**src/rtl/uart_wbm_pkg.sv**
```systemverilog
// Shared definitions for the UART Wishbone initiator: slave register map,
// status bit positions and the polling FSM state encoding.
package uart_wbm_pkg;

  localparam logic ADR_DATA = 1'b0;
  localparam logic ADR_CSR  = 1'b1;

  localparam int ST_TXRDY = 7;
  localparam int ST_RXRDY = 3;
  localparam int ST_BRK   = 2;
  localparam int ST_PERR  = 1;
  localparam int ST_OVF   = 0;

  typedef enum logic [2:0] {
    INIT   = 3'd0,
    POLL   = 3'd1,
    DECIDE = 3'd2,
    RD_RBR = 3'd3,
    WR_THR = 3'd4,
    GAP    = 3'd5
  } state_t;

  function automatic logic is_bus_state(input state_t s);
    return (s == INIT) || (s == POLL) || (s == RD_RBR) || (s == WR_THR);
  endfunction

endpackage

```
**src/rtl/uart_wbm_bridge_xfer.sv**
```systemverilog
// Single-transfer Wishbone engine: launches one cycle on i_start, ends it on
// ack (done) or after ACK_TMO clocks without ack (tmo).
module wbm_xfer #(
  parameter int ACK_TMO = 255
) (
  input  logic       i_clk,
  input  logic       i_rst_n,
  input  logic       i_start,
  input  logic       i_we,
  input  logic       i_adr,
  input  logic [7:0] i_wdat,
  output logic       o_busy,
  output logic       o_done,
  output logic       o_tmo,
  output logic [7:0] o_rdat,
  output logic       o_cyc,
  output logic       o_stb,
  output logic       o_we,
  output logic       o_adr,
  output logic [7:0] o_dat,
  input  logic [7:0] i_dat,
  input  logic       i_ack
);

  localparam logic [7:0] TMO_LAST = 8'(ACK_TMO - 1);

  logic       r_cyc;
  logic       r_we;
  logic       r_adr;
  logic [7:0] r_dat;
  logic [7:0] r_cnt;
  logic       w_ack;
  logic       w_tmo;

  assign w_ack = r_cyc & i_ack;
  assign w_tmo = r_cyc & ~i_ack & (r_cnt == TMO_LAST);

  // Address, direction and write data are latched at launch and held until the cycle ends.
  always_ff @(posedge i_clk) begin
    if (!i_rst_n) begin
      r_cyc <= 1'b0;
      r_we  <= 1'b0;
      r_adr <= 1'b0;
      r_dat <= 8'h00;
      r_cnt <= 8'h00;
    end else if (!r_cyc) begin
      if (i_start) begin
        r_cyc <= 1'b1;
        r_we  <= i_we;
        r_adr <= i_adr;
        r_dat <= i_wdat;
        r_cnt <= 8'h00;
      end
    end else if (w_ack || w_tmo) begin
      r_cyc <= 1'b0;
    end else begin
      r_cnt <= r_cnt + 8'h01;
    end
  end

  assign o_busy = r_cyc;
  assign o_done = w_ack;
  assign o_tmo  = w_tmo;
  assign o_rdat = i_dat;
  assign o_cyc  = r_cyc;
  assign o_stb  = r_cyc;
  assign o_we   = r_we;
  assign o_adr  = r_adr;
  assign o_dat  = r_dat;

endmodule

```
**src/rtl/uart_wbm_bridge.sv**
```systemverilog
// Wishbone initiator for the 8251-style UART slave: polls CSR, moves bytes
// between the slave and single-entry tx/rx valid/ready buffers.
module uart_wbm_bridge
  import uart_wbm_pkg::*;
#(
  parameter int POLL_GAP = 16,
  parameter int ACK_TMO  = 255
) (
  input  logic       wb_clk_i,
  input  logic       wb_rst_i,
  output logic       wb_adr_o,
  output logic [7:0] wb_dat_o,
  input  logic [7:0] wb_dat_i,
  output logic       wb_cyc_o,
  output logic       wb_stb_o,
  output logic       wb_we_o,
  input  logic       wb_ack_i,
  input  logic [7:0] tx_dat_i,
  input  logic       tx_vld_i,
  output logic       tx_rdy_o,
  output logic [7:0] rx_dat_o,
  output logic [2:0] rx_err_o,
  output logic       rx_vld_o,
  input  logic       rx_rdy_i,
  output logic       tmo_o
);

  localparam int GAP_W = (POLL_GAP < 1) ? 1 : $clog2(POLL_GAP + 1);
  localparam logic [GAP_W-1:0] GAP_LAST = GAP_W'((POLL_GAP == 0) ? 0 : POLL_GAP - 1);

  state_t           r_state;
  state_t           w_next;
  logic             r_st_tx;
  logic             r_st_rx;
  logic [2:0]       r_st_err;
  logic             r_fair;
  logic             r_tmo;
  logic [GAP_W-1:0] r_gap;
  logic             r_tx_full;
  logic [7:0]       r_tx_dat;
  logic             r_rx_full;
  logic [7:0]       r_rx_dat;
  logic [2:0]       r_rx_err;

  logic       w_start;
  logic       w_we;
  logic       w_adr;
  logic [7:0] w_wdat;
  logic       w_busy;
  logic       w_done;
  logic       w_tmo;
  logic [7:0] w_rdat;
  logic       w_tx_load;
  logic       w_wr_ok;
  logic       w_rd_ok;

  wbm_xfer #(.ACK_TMO(ACK_TMO)) u_xfer (
    .i_clk   (wb_clk_i),
    .i_rst_n (wb_rst_i),
    .i_start (w_start),
    .i_we    (w_we),
    .i_adr   (w_adr),
    .i_wdat  (w_wdat),
    .o_busy  (w_busy),
    .o_done  (w_done),
    .o_tmo   (w_tmo),
    .o_rdat  (w_rdat),
    .o_cyc   (wb_cyc_o),
    .o_stb   (wb_stb_o),
    .o_we    (wb_we_o),
    .o_adr   (wb_adr_o),
    .o_dat   (wb_dat_o),
    .i_dat   (wb_dat_i),
    .i_ack   (wb_ack_i)
  );

  assign tx_rdy_o  = ~r_tx_full & (r_state != INIT);
  assign w_tx_load = tx_vld_i & tx_rdy_o;

  // rx wins unless the previous pick was a read and a tx byte is waiting.
  assign w_wr_ok = r_st_tx & r_tx_full;
  assign w_rd_ok = r_st_rx & ~r_rx_full & ~(r_fair & w_wr_ok);

  always_comb begin
    w_next  = r_state;
    w_start = is_bus_state(r_state) & ~w_busy;
    w_we    = 1'b0;
    w_adr   = ADR_CSR;
    w_wdat  = 8'h00;
    case (r_state)
      INIT: begin
        w_we = 1'b1;
        if (w_done || w_tmo) w_next = GAP;
      end
      POLL: begin
        if (w_done)     w_next = DECIDE;
        else if (w_tmo) w_next = GAP;
      end
      DECIDE: begin
        if (w_rd_ok)      w_next = RD_RBR;
        else if (w_wr_ok) w_next = WR_THR;
        else              w_next = GAP;
      end
      RD_RBR: begin
        w_adr = ADR_DATA;
        if (w_done)     w_next = POLL;
        else if (w_tmo) w_next = GAP;
      end
      WR_THR: begin
        w_we   = 1'b1;
        w_adr  = ADR_DATA;
        w_wdat = r_tx_dat;
        if (w_done)     w_next = POLL;
        else if (w_tmo) w_next = GAP;
      end
      GAP: begin
        if (w_tx_load || (r_gap == GAP_LAST)) w_next = POLL;
      end
      default: w_next = INIT;
    endcase
  end

  always_ff @(posedge wb_clk_i) begin
    if (!wb_rst_i) begin
      r_state  <= INIT;
      r_st_tx  <= 1'b0;
      r_st_rx  <= 1'b0;
      r_st_err <= 3'b000;
      r_fair   <= 1'b0;
      r_tmo    <= 1'b0;
      r_gap    <= '0;
    end else begin
      r_state <= w_next;
      if ((r_state == POLL) && w_done) begin
        r_st_tx  <= w_rdat[ST_TXRDY];
        r_st_rx  <= w_rdat[ST_RXRDY];
        r_st_err <= {w_rdat[ST_BRK], w_rdat[ST_PERR], w_rdat[ST_OVF]};
      end
      if ((r_state == RD_RBR) && w_done) r_fair <= 1'b1;
      else if ((r_state == WR_THR) && w_done) r_fair <= 1'b0;
      if (w_tmo) r_tmo <= 1'b1;
      r_gap <= (r_state == GAP) ? r_gap + 1'b1 : '0;
    end
  end

  // A timed-out THR write leaves the byte in place so it is retried.
  always_ff @(posedge wb_clk_i) begin
    if (!wb_rst_i) begin
      r_tx_full <= 1'b0;
      r_tx_dat  <= 8'h00;
    end else if (w_tx_load) begin
      r_tx_full <= 1'b1;
      r_tx_dat  <= tx_dat_i;
    end else if ((r_state == WR_THR) && w_done) begin
      r_tx_full <= 1'b0;
    end
  end

  always_ff @(posedge wb_clk_i) begin
    if (!wb_rst_i) begin
      r_rx_full <= 1'b0;
      r_rx_dat  <= 8'h00;
      r_rx_err  <= 3'b000;
    end else if ((r_state == RD_RBR) && w_done) begin
      r_rx_full <= 1'b1;
      r_rx_dat  <= w_rdat;
      r_rx_err  <= r_st_err;
    end else if (r_rx_full && rx_rdy_i) begin
      r_rx_full <= 1'b0;
    end
  end

  assign rx_vld_o = r_rx_full;
  assign rx_dat_o = r_rx_dat;
  assign rx_err_o = r_rx_err;
  assign tmo_o    = r_tmo;

endmodule

```
**config.mk**
```make
export PLATFORM = sky130hd
export DESIGN_NAME = uart_wbm_bridge
export DESIGN_NICKNAME = d
export VERILOG_FILES = /design/src/rtl/uart_wbm_pkg.sv /design/src/rtl/uart_wbm_bridge_xfer.sv /design/src/rtl/uart_wbm_bridge.sv
export SDC_FILE = /design/constraint.sdc
export NUM_CORES = 1
export LEC_CHECK = 0
export ABC_AREA = 1
export BUFFER_PORTS_ARGS = -buffer_cell sky130_fd_sc_hd__buf_2
export CAP_MARGIN = 25
export CELL_PAD_IN_SITES_DETAIL_PLACEMENT = 1
export CELL_PAD_IN_SITES_GLOBAL_PLACEMENT = 2
export CORE_MARGIN = 5
export CORE_UTILIZATION = 33
export CTS_CLUSTER_SIZE = 16
export DETAILED_ROUTE_END_ITERATION = 6
export PLACE_DENSITY_LB_ADDON = 0.1
export SYNTH_ARGS = -nofsm -noshare
export SYNTH_HDL_FRONTEND = slang
export SYNTH_HIERARCHICAL = 1
export SYNTH_SLANG_ARGS = --single-unit
```
**constraint.sdc**
```tcl
create_clock -name wb_clk_i -period 2.45 [get_ports wb_clk_i]
set_input_delay 0.49 -clock wb_clk_i [delete_from_list [all_inputs] [get_ports wb_clk_i]]
set_output_delay 0.49 -clock wb_clk_i [all_outputs]
set_load 0.01 [all_outputs]
```
==> flow_summary.rst, run 1 <==
.. list-table::
   :header-rows: 1

   * - Metric
     - Value
   * - DIE AREA
     - 9332 sq um
   * - Number of global-route vias before repair
     - 2,133
   * - Clk pin slew, worst setup/hold paths
     - 0.10 ns
   * - Most frequent cell after synthesis
     - sky130_fd_sc_hd__nor2_1
   * - DP Wirelength
     - 4.374 mm
   * - Die boundary width
     - 96.60 um
   * - Post-CTS sizing
     - 0
   * - Flip-flop cell with the highest count after synthesis
     - sky130_fd_sc_hd__dfxtp_1
   * - Logic depth of the worst path, buffers included
     - 8
   * - Number of failing hold endpoints at the final stage
     - 0
   * - Count of buffering cells on the critical path with inverters included
     - 2
   * - Post-route cell area
     - 2815 sq um
   * - TritonCTS Sinks
     - between 50 and 60
   * - Kind of path behind the tightest hold check
     - in -> reg
   * - Power per unit of standard cell area
     - 841.7 nW/um^2
   * - WP data required
     - ~2.7 ns
   * - Clock tree from TritonCTS
     - done
   * - Leading area contributor after synthesis
     - sky130_fd_sc_hd__dfxtp_1
   * - Antenna violations before repair
     - 0
   * - Diode insertion count for antenna repair
     - 0
   * - Synthesis warning total
     - 6
   * - Max Slew Vio Count
     - 0
   * - Hold Slack
     - 0.4203 ns
   * - Largest family of logic cells by synthesized area
     - simple AND/OR/NAND/NOR gates
   * - Number of rows in the core area
     - 31
   * - Multiplexer share of the synthesized area
     - 0%
   * - Setup clock skew after layout
     - 0.007228 ns
   * - Placed insts
     - 459
   * - Worst rel slew slack
     - 68.18%
   * - Beginning of the worst register-to-register path
     - r_state[2]
   * - Number of DRC markers in iteration 0
     - 32
   * - Number of setup buffers added after CTS
     - 0
   * - Type of the worst setup path
     - reg -> reg
   * - Initial Utilization
     - between 30% and 40%
   * - Data arrival time at the worst-slack endpoint
     - 2.15 ns
   * - Critical Path Sink Type
     - flip-flop
   * - Pre-CTS WS
     - 0.5353 ns
   * - Number of optimization iterations in the first detailed-route pass
     - 3
   * - Biggest area contributors in the synthesized netlist
     - sky130_fd_sc_hd__dfxtp_1 44%, sky130_fd_sc_hd__nor2_1 9.3%, sky130_fd_sc_hd__o21ai_0 7.7%, sky130_fd_sc_hd__a21oi_1 7.5%, sky130_fd_sc_hd__nand2_1 5.8%
   * - Setup Total Neg Slack
     - 0 ns
   * - Ordered list of cells on the worst path
     - inv_1 > o21ai_0 > nor2_1 > nand2_2 > inv_1 > nor2_4 > o21ai_0 > nor2_1
   * - TritonCTS buffer count
     - 5
   * - H-tree depth
     - 2
   * - Flop2flop setup slack
     - around 0.55 ns
   * - Synth Net Count
     - 358
   * - Adder and majority gate portion of the synthesized area
     - 2.022%
   * - Post-synthesis share of cell area spent on and, or, nand and nor gates
     - 24.67%
   * - Dpl cell area
     - 2698 sq um
   * - Synthesized-area fraction occupied by xor and xnor cells
     - 0%
   * - Synthesis-to-layout area growth
     - 13.75%
   * - Count of port buffers added during placement
     - 46
   * - Worst Max-Slew Pin Slew
     - 0.4736 ns
   * - Summed instance area of the synthesized netlist
     - 2475 sq um
   * - Number of cells traversed by the worst register-to-register path
     - 8
   * - F_max
     - 527.1 MHz
   * - Global-route congestion overflow total
     - 0
   * - Area fraction of the dominant cell type after synthesis
     - between 40 and 50%
   * - Fraction of final layout cells sized beyond drive strength 1
     - 20.38%
   * - Wire length of the first global-routing pass
     - between 9 and 10 mm
   * - Per-cell via count in the routed design
     - 4.540
   * - Sequential element share of the synthesized area
     - 44.49%
   * - Average wire per standard cell
     - 12.19 um
   * - Post-synth ARST share
     - 0%
   * - Startpoint type of the worst setup path
     - flip-flop
   * - Leakage power of the design
     - 1.170 nW
   * - Antenna Violating Nets Remaining
     - 0
   * - Unrepaired setup endpoints after global routing
     - false
   * - Run status
     - complete, no violations
   * - Total via count after detailed routing
     - 2,120
   * - Number of distinct library cell variants in the gate-level netlist after synthesis
     - 30
   * - Clock Root Buffer
     - sky130_fd_sc_hd__clkbuf_8
   * - Worst Setup SP
     - r_state[2]
   * - Pin count of the biggest net entering global routing
     - 25
   * - Cell types with the highest counts after synthesis
     - 61 x sky130_fd_sc_hd__nor2_1, 55 x sky130_fd_sc_hd__dfxtp_1, 38 x sky130_fd_sc_hd__nand2_1, 38 x sky130_fd_sc_hd__o21ai_0
   * - Vertical die dimension
     - 96.60 um
   * - Boundary pin count
     - 47
   * - Standard cell core area
     - approximately 7300 sq um
   * - Number of max-cap violations
     - 0
   * - Number of hold buffers added after cts
     - 0
   * - Aggregate routed wire length
     - between 5 and 6 mm
   * - Remaining routing DRC violations
     - 0
   * - Post-layout net count
     - ~390
   * - Max Fanout on Critical Path
     - 15
   * - Setup slack after layout
     - 0.5528 ns
   * - Hold_sp
     - wb_dat_i[1]
   * - Endpoint of the worst setup timing path
     - u_xfer/r_cnt[5]
   * - Number of enable-type register cells in the synthesized netlist
     - 0
   * - Crit share post-route
     - 77.44%
   * - Crit Reg-Reg Endpoint
     - u_xfer/r_cnt[5]
   * - Worst vdd ir
     - between 0.2 and 0.3 mV
   * - Flip-flop and latch count after synthesis
     - 55
   * - Routability congestion estimate from global placement
     - 0.7592
   * - Buffer depth of the longest clock path
     - 2
   * - Minimum period implied by the final worst setup slack
     - 1.897 ns
   * - Global Route Usage Sum
     - 12.63%
   * - Compound-Gate Fraction of Synth Area
     - 16.68%
   * - Per-instance average area after synthesis
     - ~7.4 sq um
   * - Syn Inst Count
     - between 300 and 400
   * - Final setup violating endpoints
     - 0
   * - Post-Layout Cell Count
     - 467
   * - Worst-skew pair later-pin latency
     - 0.31 ns
   * - Gate family responsible for the most delay along the worst path
     - simple AND/OR/NAND/NOR gates
   * - Slowest cell delay on critical path
     - about 0.51 ns
   * - Slowest stage cell, crit path
     - sky130_fd_sc_hd__dfxtp_1
-- worst min-delay path by stage --
stage	endpoint	slack [ns]	cells after the start
6_report	r_st_err[1]	0.42	3
5_1_grt	r_st_err[1]	0.41	3
4_1_cts	r_st_err[0]	0.41	3
3_5_place_dp	rx_err_o[1]	0.44	2
3_3_place_gp	rx_dat_o[5]	0.43	2
2_1_floorplan	r_gap[0]	0.42	1
-- sequential cells by signal (all words and copies together) (netlist names) --
| signal | cells |
|---|---|
| r_tx_dat | 8 |
| rx_dat_o | 8 |
| u_xfer/o_dat | 8 |
| u_xfer/r_cnt | 8 |
| r_gap | 5 |
| r_st_err | 3 |
| r_state | 3 |
| rx_err_o | 3 |
| r_fair | 1 |
| r_st_rx | 1 |
| r_st_tx | 1 |
| r_tx_full | 1 |
| rx_vld_o | 1 |
| tmo_o | 1 |
| u_xfer/o_adr | 1 |
| u_xfer/o_busy | 1 |
| u_xfer/o_we | 1 |
-- final cells by class --
type / instances / area [sq um]
clock buffers: 6 / 82.58
clock inverters: 2 / 35.03
fillers: 959 / 4477
inverters: 41 / 153.9
multi-input cells: 216 / 1074
flip-flops and latches: 55 / 1101
well taps: 99 / 123.9
repair buffers: 48 / 245.2
-- logic make-up after synthesis --
group | Yosys count
flip-flops | 55
buffers and inverters | 62
AND/OR/NAND/NOR | 132
AO/OA/AOI/OAI | 80
adder cells (fa/ha/maj) | 4
-- cells in the final DEF (no fill, tap or decap) --
cell                        Yosys  final
sky130_fd_sc_hd__nor2_1        61     61
sky130_fd_sc_hd__dfxtp_1       55     55
sky130_fd_sc_hd__buf_2          3     46
sky130_fd_sc_hd__nand2_1       38     38
sky130_fd_sc_hd__o21ai_0       38     38
sky130_fd_sc_hd__inv_1         37     37
sky130_fd_sc_hd__a21oi_1       37     37
sky130_fd_sc_hd__nand3_1       13     13
sky130_fd_sc_hd__clkbuf_8       0      6
sky130_fd_sc_hd__inv_2          4      4
sky130_fd_sc_hd__nor3_1         4      4
sky130_fd_sc_hd__ha_1           4      4
sky130_fd_sc_hd__nor2_4         3      3
sky130_fd_sc_hd__nand2_2        3      3
sky130_fd_sc_hd__nand4_1        2      2
sky130_fd_sc_hd__buf_4         11      2
sky130_fd_sc_hd__nand2_4        2      2
sky130_fd_sc_hd__o21ai_1        1      1
sky130_fd_sc_hd__nand3b_4       1      1
sky130_fd_sc_hd__nand3_2        1      1
sky130_fd_sc_hd__nor3_4         1      1
sky130_fd_sc_hd__o21bai_1       1      1
sky130_fd_sc_hd__nor3b_1        1      1
sky130_fd_sc_hd__a21boi_0       1      1
sky130_fd_sc_hd__o21ai_2        1      1
sky130_fd_sc_hd__a21oi_2        1      1
sky130_fd_sc_hd__clkinv_2       0      1
sky130_fd_sc_hd__bufinv_16      0      1
sky130_fd_sc_hd__nor2_2         1      1
sky130_fd_sc_hd__or2_2          1      1
-- power by group --
group          internal, W  total (W)  switching [W]
sequential         0.00101    0.00108      0.0000772
combinational     0.000225   0.000660       0.000435
clock             0.000331   0.000625       0.000294
-- routing by layer --
| metal | global-route usage (%) | share of wire, % | vias to the layer above |
|---|---|---|---|
| li1 | - | - | 1119 |
| met1 | 16.27 | 50 | 974 |
| met2 | 21.07 | 46 | 22 |
| met3 | 2.518 | 2.8 | 5 |
| met4 | 4.212 | 1.2 | 0 |
| met5 | 0 | 0 | - |
-- tightest hold or removal path, cell delays in order --
cell                     delay [ns]
sky130_fd_sc_hd__buf_2         0.09
sky130_fd_sc_hd__nor2_1        0.04
sky130_fd_sc_hd__nor2_1        0.08
-- per-stage QoR --
stage	utilization [%]	total power, W
finish	38.61	0.002370
global route	38.61	0.002557
CTS	38.61	0.002419
floorplan	-	0.001632
detailed placement	36.99	0.001780
global placement	36.99	0.001775
(Power assumes the default switching activity.)
==> run 2: changes to the inputs <==
Settings changed: ABC_AREA 1 to 0, CORE_UTILIZATION 33 to 30.
Clock period 2.45 ns to 1.7 ns, I/O delays scaled along.
==> run 2 against run 1 <==
  * Clock skew rose by 0.0023 ns
  * Global-route usage fell by 1.1 points
  * Sequential power rose by 27%
  * Highest routed layer unchanged
==> flow_summary.rst, run 2 <==
.. list-table::
   :header-rows: 1

   * - Metric
     - Value
   * - Run status
     - complete, no violations
   * - Type of the worst setup path
     - reg -> out
   * - Number of DRC markers in iteration 0
     - 53
   * - DP Wirelength
     - 4.146 mm
   * - Number of max-cap violations
     - 0
   * - Fill cell instance count of the final layout
     - 973
   * - Aggregate routed wire length
     - 5.726 mm
   * - Most common cell after layout, fill and taps aside
     - sky130_fd_sc_hd__dfxtp_1
   * - Leading area contributor after synthesis
     - sky130_fd_sc_hd__dfxtp_1
   * - Remaining routing DRC violations
     - 0
   * - Routability congestion estimate from global placement
     - 0.7571
   * - Hold path depth
     - 3
   * - Global-route congestion overflow total
     - 0
   * - Data arrival time at the worst-slack endpoint
     - roughly 1.3 ns
   * - Number of rows in the core area
     - 33
   * - Commonest non-fill, non-tap cells in the layout
     - 54 x sky130_fd_sc_hd__dfxtp_1, 49 x sky130_fd_sc_hd__nand2_1, 46 x sky130_fd_sc_hd__buf_2
   * - Post-layout net count
     - between 300 and 400
   * - Number of distinct library cell variants in the gate-level netlist after synthesis
     - 50
   * - Endpoint of the worst hold-timing path
     - rx_dat_o[6]
   * - Per-cell via count in the routed design
     - approximately 4.6
   * - F_max
     - 620.7 MHz
   * - Number of enable-type register cells in the synthesized netlist
     - 0
   * - Flop2flop setup slack
     - 0.14 ns
   * - Synthesis-to-layout area growth
     - 20.77%
   * - TritonCTS buffer count
     - 5
   * - Flip-flop cell with the highest count after synthesis
     - sky130_fd_sc_hd__dfxtp_1
   * - Power per unit of standard cell area
     - around 840 nW/um^2
   * - Minimum period implied by the final worst setup slack
     - 1.611 ns
   * - Pre-CTS WS
     - 0.03280 ns
   * - Synthesis warning total
     - 6
   * - Average wire per standard cell
     - 13.13 um
   * - Global Route Usage Sum
     - between 10% and 20%
   * - Number of optimization iterations in the first detailed-route pass
     - 4
   * - Biggest area contributors in the synthesized netlist
     - sky130_fd_sc_hd__dfxtp_1 44%, sky130_fd_sc_hd__nand2_1 7.3%, sky130_fd_sc_hd__mux2i_1 5.2%, sky130_fd_sc_hd__nor2b_1 4.7%, sky130_fd_sc_hd__buf_4 3.9%
   * - Number of hold buffers added after cts
     - 0
   * - Flip-flop and latch count after synthesis
     - 55
   * - Number of cells traversed by the worst register-to-register path
     - 5
   * - Startpoint type of the worst setup path
     - flip-flop
   * - Crit Reg-Reg Endpoint
     - u_xfer/r_cnt[6]
   * - Clk pin slew, worst setup/hold paths
     - 0.10 ns
   * - Pin count of the biggest net entering global routing
     - 24
   * - Per-instance average area after synthesis
     - 9.113 sq um
   * - Fraction of final layout cells sized beyond drive strength 1
     - 27.19%
   * - Number of failing hold endpoints at the final stage
     - 0
   * - Leakage power of the design
     - 1.219 nW
   * - Total via count after detailed routing
     - 1,984
   * - Standard cell core area
     - 8175 sq um
   * - Post-route cell area
     - between 3000 and 4000 sq um
   * - Count of port buffers added during placement
     - 46
   * - Clock Root Buffer
     - sky130_fd_sc_hd__clkbuf_8
   * - Worst rel slew slack
     - 72.57%
   * - DIE AREA
     - between 10,000 and 15,000 sq um
   * - Syn Inst Count
     - 275
   * - Worst vdd ir
     - approximately 0.35 mV
   * - Antenna Violating Nets Remaining
     - 0
   * - Die boundary width
     - 101.4 um
   * - Setup clock skew after layout
     - 0.009479 ns
   * - Area fraction of the dominant cell type after synthesis
     - between 40% and 50%
   * - Cell types with the highest counts after synthesis
     - 55 x sky130_fd_sc_hd__dfxtp_1, 49 x sky130_fd_sc_hd__nand2_1, 19 x sky130_fd_sc_hd__nor2b_1
   * - Diode insertion count for antenna repair
     - 0
   * - Beginning of the worst register-to-register path
     - u_xfer/r_cnt[0]
   * - Synth Net Count
     - 300
   * - Worst Max-Slew Pin Slew
     - 0.4088 ns
   * - Dpl cell area
     - between 2000 and 3000 sq um
   * - Summed instance area of the synthesized netlist
     - approximately 2500 sq um
   * - Worst-skew pair later-pin latency
     - 0.30 ns
   * - Boundary pin count
     - 47
   * - Post-synth ARST share
     - 0%
   * - Most frequent cell after synthesis
     - sky130_fd_sc_hd__dfxtp_1
   * - Max Slew Vio Count
     - 0
   * - Critical Path Sink Type
     - output pin
   * - H-tree depth
     - 2
   * - Initial Utilization
     - ~30%
   * - Clock tree from TritonCTS
     - done
   * - Setup slack after layout
     - 0.08884 ns
   * - Crit share post-route
     - around 95%
   * - TritonCTS Sinks
     - 55
   * - Buffer depth of the longest clock path
     - 2
   * - Antenna violations before repair
     - 0
   * - Number of global-route vias before repair
     - 1,994
   * - WP data required
     - ~1.4 ns
   * - Hold_sp
     - wb_dat_i[6]
   * - Sequential element share of the synthesized area
     - 43.93%
   * - Max Fanout on Critical Path
     - 13
   * - Vertical die dimension
     - between 100 and 150 um
   * - Wire length of the first global-routing pass
     - 9.453 mm
   * - Final setup violating endpoints
     - 0
   * - Kind of path behind the tightest hold check
     - in -> reg
[run 2: changes by cell type after synthesis, sizes merged, moves of 4 or more]
cell	delta
and2	+10
o21ai	-37
nor2b	+19
inv	-37
nand2b	+4
a21boi	+22
and3	+4
nor2	-50
mux2i	+13
nand2	+6
a21oi	-33
nand3	-9
[run 2: cell families after synthesis]
kind of cell	count (synthesis)	synth area share (%)
buffers and inverters	28	7.139
DFF	55	43.93
and+or+nand+nor	121	25.06
AOI/OAI and AO/OA	48	14.48
adders and majority gates	4	1.997
muxes	14	5.641
xor gates and xnor gates	5	1.748
[run 2: what timing repair did]
item	4_1_cts	5_1_grt
pin swaps	0	2
cloned	0	0
setup buffers	0	3
endpoints found under the setup margin	1	9
gates resized for setup	4	5
[run 2: layout make-up]
class                      instances  area [sq um]  share of cell area, %
clock inverter                     2         12.51                 0.4134
sequential                        55          1105                  36.50
inverter                           4         15.01                 0.4961
clock buffer                       6         72.57                  2.398
tap                              105         131.4                  4.341
timing repair buffer              72         445.4                  14.72
multi-input combinational        192          1245                  41.13
[run 2: through the flow]
step	hold slack [ns]	setup TNS, ns	cells	util [%]	power, W
after floorplan	0.4176	0	275	-	0.001685
after global placement	0.4323	0	425	35.34	0.001849
after detailed placement	0.4381	0	425	35.34	0.001849
after CTS	0.2458	0	433	36.56	0.002596
after global routing	0.2451	-0.00002109	436	37.02	0.002714
final	0.2580	0	436	37.02	0.002551
[run 2: report_power, final]
part	internal, W	switching, W	leakage (nW)
registers	0.00133	0.0000344	0.446
logic	0.000225	0.000240	0.732
clock network	0.000290	0.000429	0.0412
total	0.00185	0.000703	1.22
[run 2: worst max-delay path by stage]
| stage | startpoint | slack, ns | endpoint |
|---|---|---|---|
| 2_1_floorplan | u_xfer/r_cnt[0] | 0.02 | r_state[1] |
| 3_3_place_gp | u_xfer/r_cnt[0] | 0.07 | r_state[1] |
| 3_5_place_dp | u_xfer/r_cnt[0] | 0.03 | r_state[1] |
| 4_1_cts | r_state[0] | 0.002 | tx_rdy_o |
| 5_1_grt | r_state[1] | -0.00002 | tx_rdy_o |
| 6_report | r_state[1] | 0.09 | tx_rdy_o |
[run 2: routing by layer]
layer | vias to the layer above | global-route usage (%) | part of all wire [%]
met2 | 24 | 19.52 | 48
li1 | 1028 | - | -
met4 | 0 | 3.374 | 1.2
met3 | 8 | 2.686 | 3.1
met1 | 924 | 14.62 | 48
met5 | - | 0 | 0
[run 2: critical path, cell delays in order (launching register included)]
cell	delay (ns)
sky130_fd_sc_hd__dfxtp_1	0.33
sky130_fd_sc_hd__buf_6	0.15
sky130_fd_sc_hd__nor3_4	0.19
sky130_fd_sc_hd__buf_6	0.13
sky130_fd_sc_hd__nor2_1	0.03
sky130_fd_sc_hd__buf_2	0.14
==> run 3: changes to the inputs <==
Settings changed: CORE_UTILIZATION 30 to 31, CTS_BUF_LIST from default to sky130_fd_sc_hd__clkbuf_2 sky130_fd_sc_hd__clkbuf_4 sky130_fd_sc_hd__clkbuf_8.
==> run 3 against run 2 <==
  * Critical path depth shrank 1
  * Critical path type unchanged
  * Largest cell class unchanged
  * Setup slack improved by 0.011 ns
  * Register-to-register slack is essentially flat
  * Die area down 2.9%
  * Largest power group unchanged
  * Power decreased by 0.43%
==> flow_summary.rst, run 3 (synthesized netlist as in run 2, its figures left out) <==
.. list-table::
   :header-rows: 1

   * - Metric
     - Value
   * - Vertical die dimension
     - 99.92 um
   * - Final setup violating endpoints
     - 0
   * - DP Wirelength
     - 4.228 mm
   * - Fill cell instance count of the final layout
     - about 950
   * - Clock Root Buffer
     - sky130_fd_sc_hd__clkbuf_8
   * - Met2 Routed Length
     - 2.664 mm
   * - Antenna violations before repair
     - 0
   * - Max Slew Vio Count
     - 0
   * - F_max
     - 625.1 MHz
   * - Number of setup buffers added after CTS
     - 0
   * - Kind of path behind the tightest hold check
     - in -> reg
   * - Worst vdd ir
     - 0.3145 mV
   * - Average wire per standard cell
     - 13.16 um
   * - Overall power after layout
     - 0.002540 W
   * - Startpoint type of the worst setup path
     - flip-flop
   * - Per-cell via count in the routed design
     - between 4 and 5
   * - Worst-skew pair later-pin latency
     - 0.30 ns
   * - Max Fanout on Critical Path
     - 7
   * - Commonest non-fill, non-tap cells in the layout
     - 54 x sky130_fd_sc_hd__dfxtp_1, 49 x sky130_fd_sc_hd__nand2_1, 46 x sky130_fd_sc_hd__buf_2
   * - Most common cell after layout, fill and taps aside
     - sky130_fd_sc_hd__dfxtp_1
   * - Worst rel slew slack
     - 71.38%
   * - Initial Utilization
     - between 30 and 40%
   * - Diode insertion count for antenna repair
     - 0
   * - Worst Max-Slew Pin Slew
     - around 0.43 ns
   * - Leakage power of the design
     - around 1.2 nW
   * - Clock tree from TritonCTS
     - done
   * - Slowest stage cell, crit path
     - sky130_fd_sc_hd__dfxtp_2
   * - Routability congestion estimate from global placement
     - 0.7302
   * - Crit share post-route
     - 94.11%
   * - Standard cell core area
     - ~7800 sq um
   * - Antenna Violating Nets Remaining
     - 0
   * - Type of the worst setup path
     - reg -> out
   * - Global Route Usage Sum
     - 12.02%
   * - Post-Layout Cell Count
     - between 400 and 500
   * - Setup clock skew after layout
     - 0.005432 ns
   * - Setup Total Neg Slack
     - 0 ns
   * - TritonCTS buffer count
     - 5
   * - Number of hold buffers added after cts
     - 0
   * - Ordered list of cells on the worst path
     - buf_4 > nor3_4 > nor2_1 > buf_2
   * - Highest signal layer in the routed design
     - met4
   * - Number of max-cap violations
     - 0
   * - Run status
     - complete, no violations
   * - Critical Path Sink Type
     - output pin
   * - Slowest cell delay on critical path
     - 0.37 ns
   * - Post-layout net count
     - 350
   * - Pin count of the biggest net entering global routing
     - 22
   * - DIE AREA
     - 9983 sq um
   * - Power per unit of standard cell area
     - approximately 860 nW/um^2
   * - TritonCTS Sinks
     - 55
   * - Global-route congestion overflow total
     - 0
   * - Wire length on met3
     - 239 um
   * - Wire length of the first global-routing pass
     - 9.784 mm
   * - Aggregate routed wire length
     - about 5.6 mm
   * - Count of port buffers added during placement
     - 46
   * - Number of rows in the core area
     - 32
   * - Placed insts
     - 420
   * - Remaining routing DRC violations
     - 0
   * - Synthesis-to-layout area growth
     - 18.32%
   * - Clk pin slew, worst setup/hold paths
     - 0.10 ns
   * - Buffer depth of the longest clock path
     - 2
   * - Fraction of final layout cells sized beyond drive strength 1
     - 26.38%
   * - WP data required
     - 1.36 ns
   * - Minimum period implied by the final worst setup slack
     - 1.600 ns
   * - Length of routed wiring on met1
     - 2.668 mm
   * - Die boundary width
     - 99.92 um
   * - Boundary pin count
     - 47
   * - Total via count after detailed routing
     - 1,971
   * - Data arrival time at the worst-slack endpoint
     - 1.26 ns
   * - Unrepaired setup endpoints after global routing
     - false
   * - Number of failing hold endpoints at the final stage
     - 0
   * - Share of the core filled with cells
     - 37.98%
   * - H-tree depth
     - 2
   * - Number of global-route vias before repair
     - 2,068
   * - Number of DRC markers in iteration 0
     - 34
   * - Number of optimization iterations in the first detailed-route pass
     - 4
-- run 3: power breakdown --
part           total [W]  switching [W]  internal [W]
logic           0.000420       0.000224      0.000196
registers        0.00137      0.0000405       0.00133
clock network   0.000745       0.000422      0.000323
-- run 3: per-stage QoR --
step           setup WS (ns)  instance area [sq um]  hold slack [ns]
2_1_floorplan        0.01866                   2506           0.4176
3_3_place_gp         0.06476                   2858           0.4340
3_5_place_dp         0.01547                   2858           0.4446
4_1_cts              0.01594                   2958           0.2498
5_1_grt             0.003014                   2965           0.2661
6_report              0.1002                   2965           0.2623
-- run 3: critical path: cells and delay by family, from the launching register on --
kind          cells  cell delay, ns
buf+inv           2            0.31
flops             1            0.37
simple gates      2            0.28
-- run 3: timing repair --
action | CTS | global route
pin swaps | 0 | 1
endpoints found under the setup margin | 2 | 14
gates resized for setup | 2 | 4
-- run 3: area by class of cell --
cell class / instances / area (sq um) / area share (%)
clock buffers: 7 / 83.83 / 2.827
clock inverters: 1 / 5.005 / 0.1688
inverters: 4 / 15.01 / 0.5063
multi-input cells: 192 / 1244 / 41.94
flip-flops and latches: 55 / 1102 / 37.17
well taps: 102 / 127.6 / 4.304
repair buffers: 67 / 387.9 / 13.08
-- run 3: path summary, 6_finish.rpt --
check	start	end	slack, ns	depth (start not counted)
max	r_state[0]	tx_rdy_o	0.10	4
min	wb_dat_i[4]	rx_dat_o[4]	0.26	3
max reg2reg	u_xfer/r_cnt[0]	u_xfer/r_cnt[6]	0.13	5
min reg2reg	rx_dat_o[5]	rx_dat_o[5]	0.45	2
-- run 3: metal layers --
| metal | up-vias | track usage, % |
|---|---|---|
| met2 | 29 | 20.42 |
| met1 | 921 | 15.14 |
| li1 | 1015 | - |
| met5 | - | 0 |
| met4 | 0 | 3.151 |
| met3 | 6 | 3.058 |
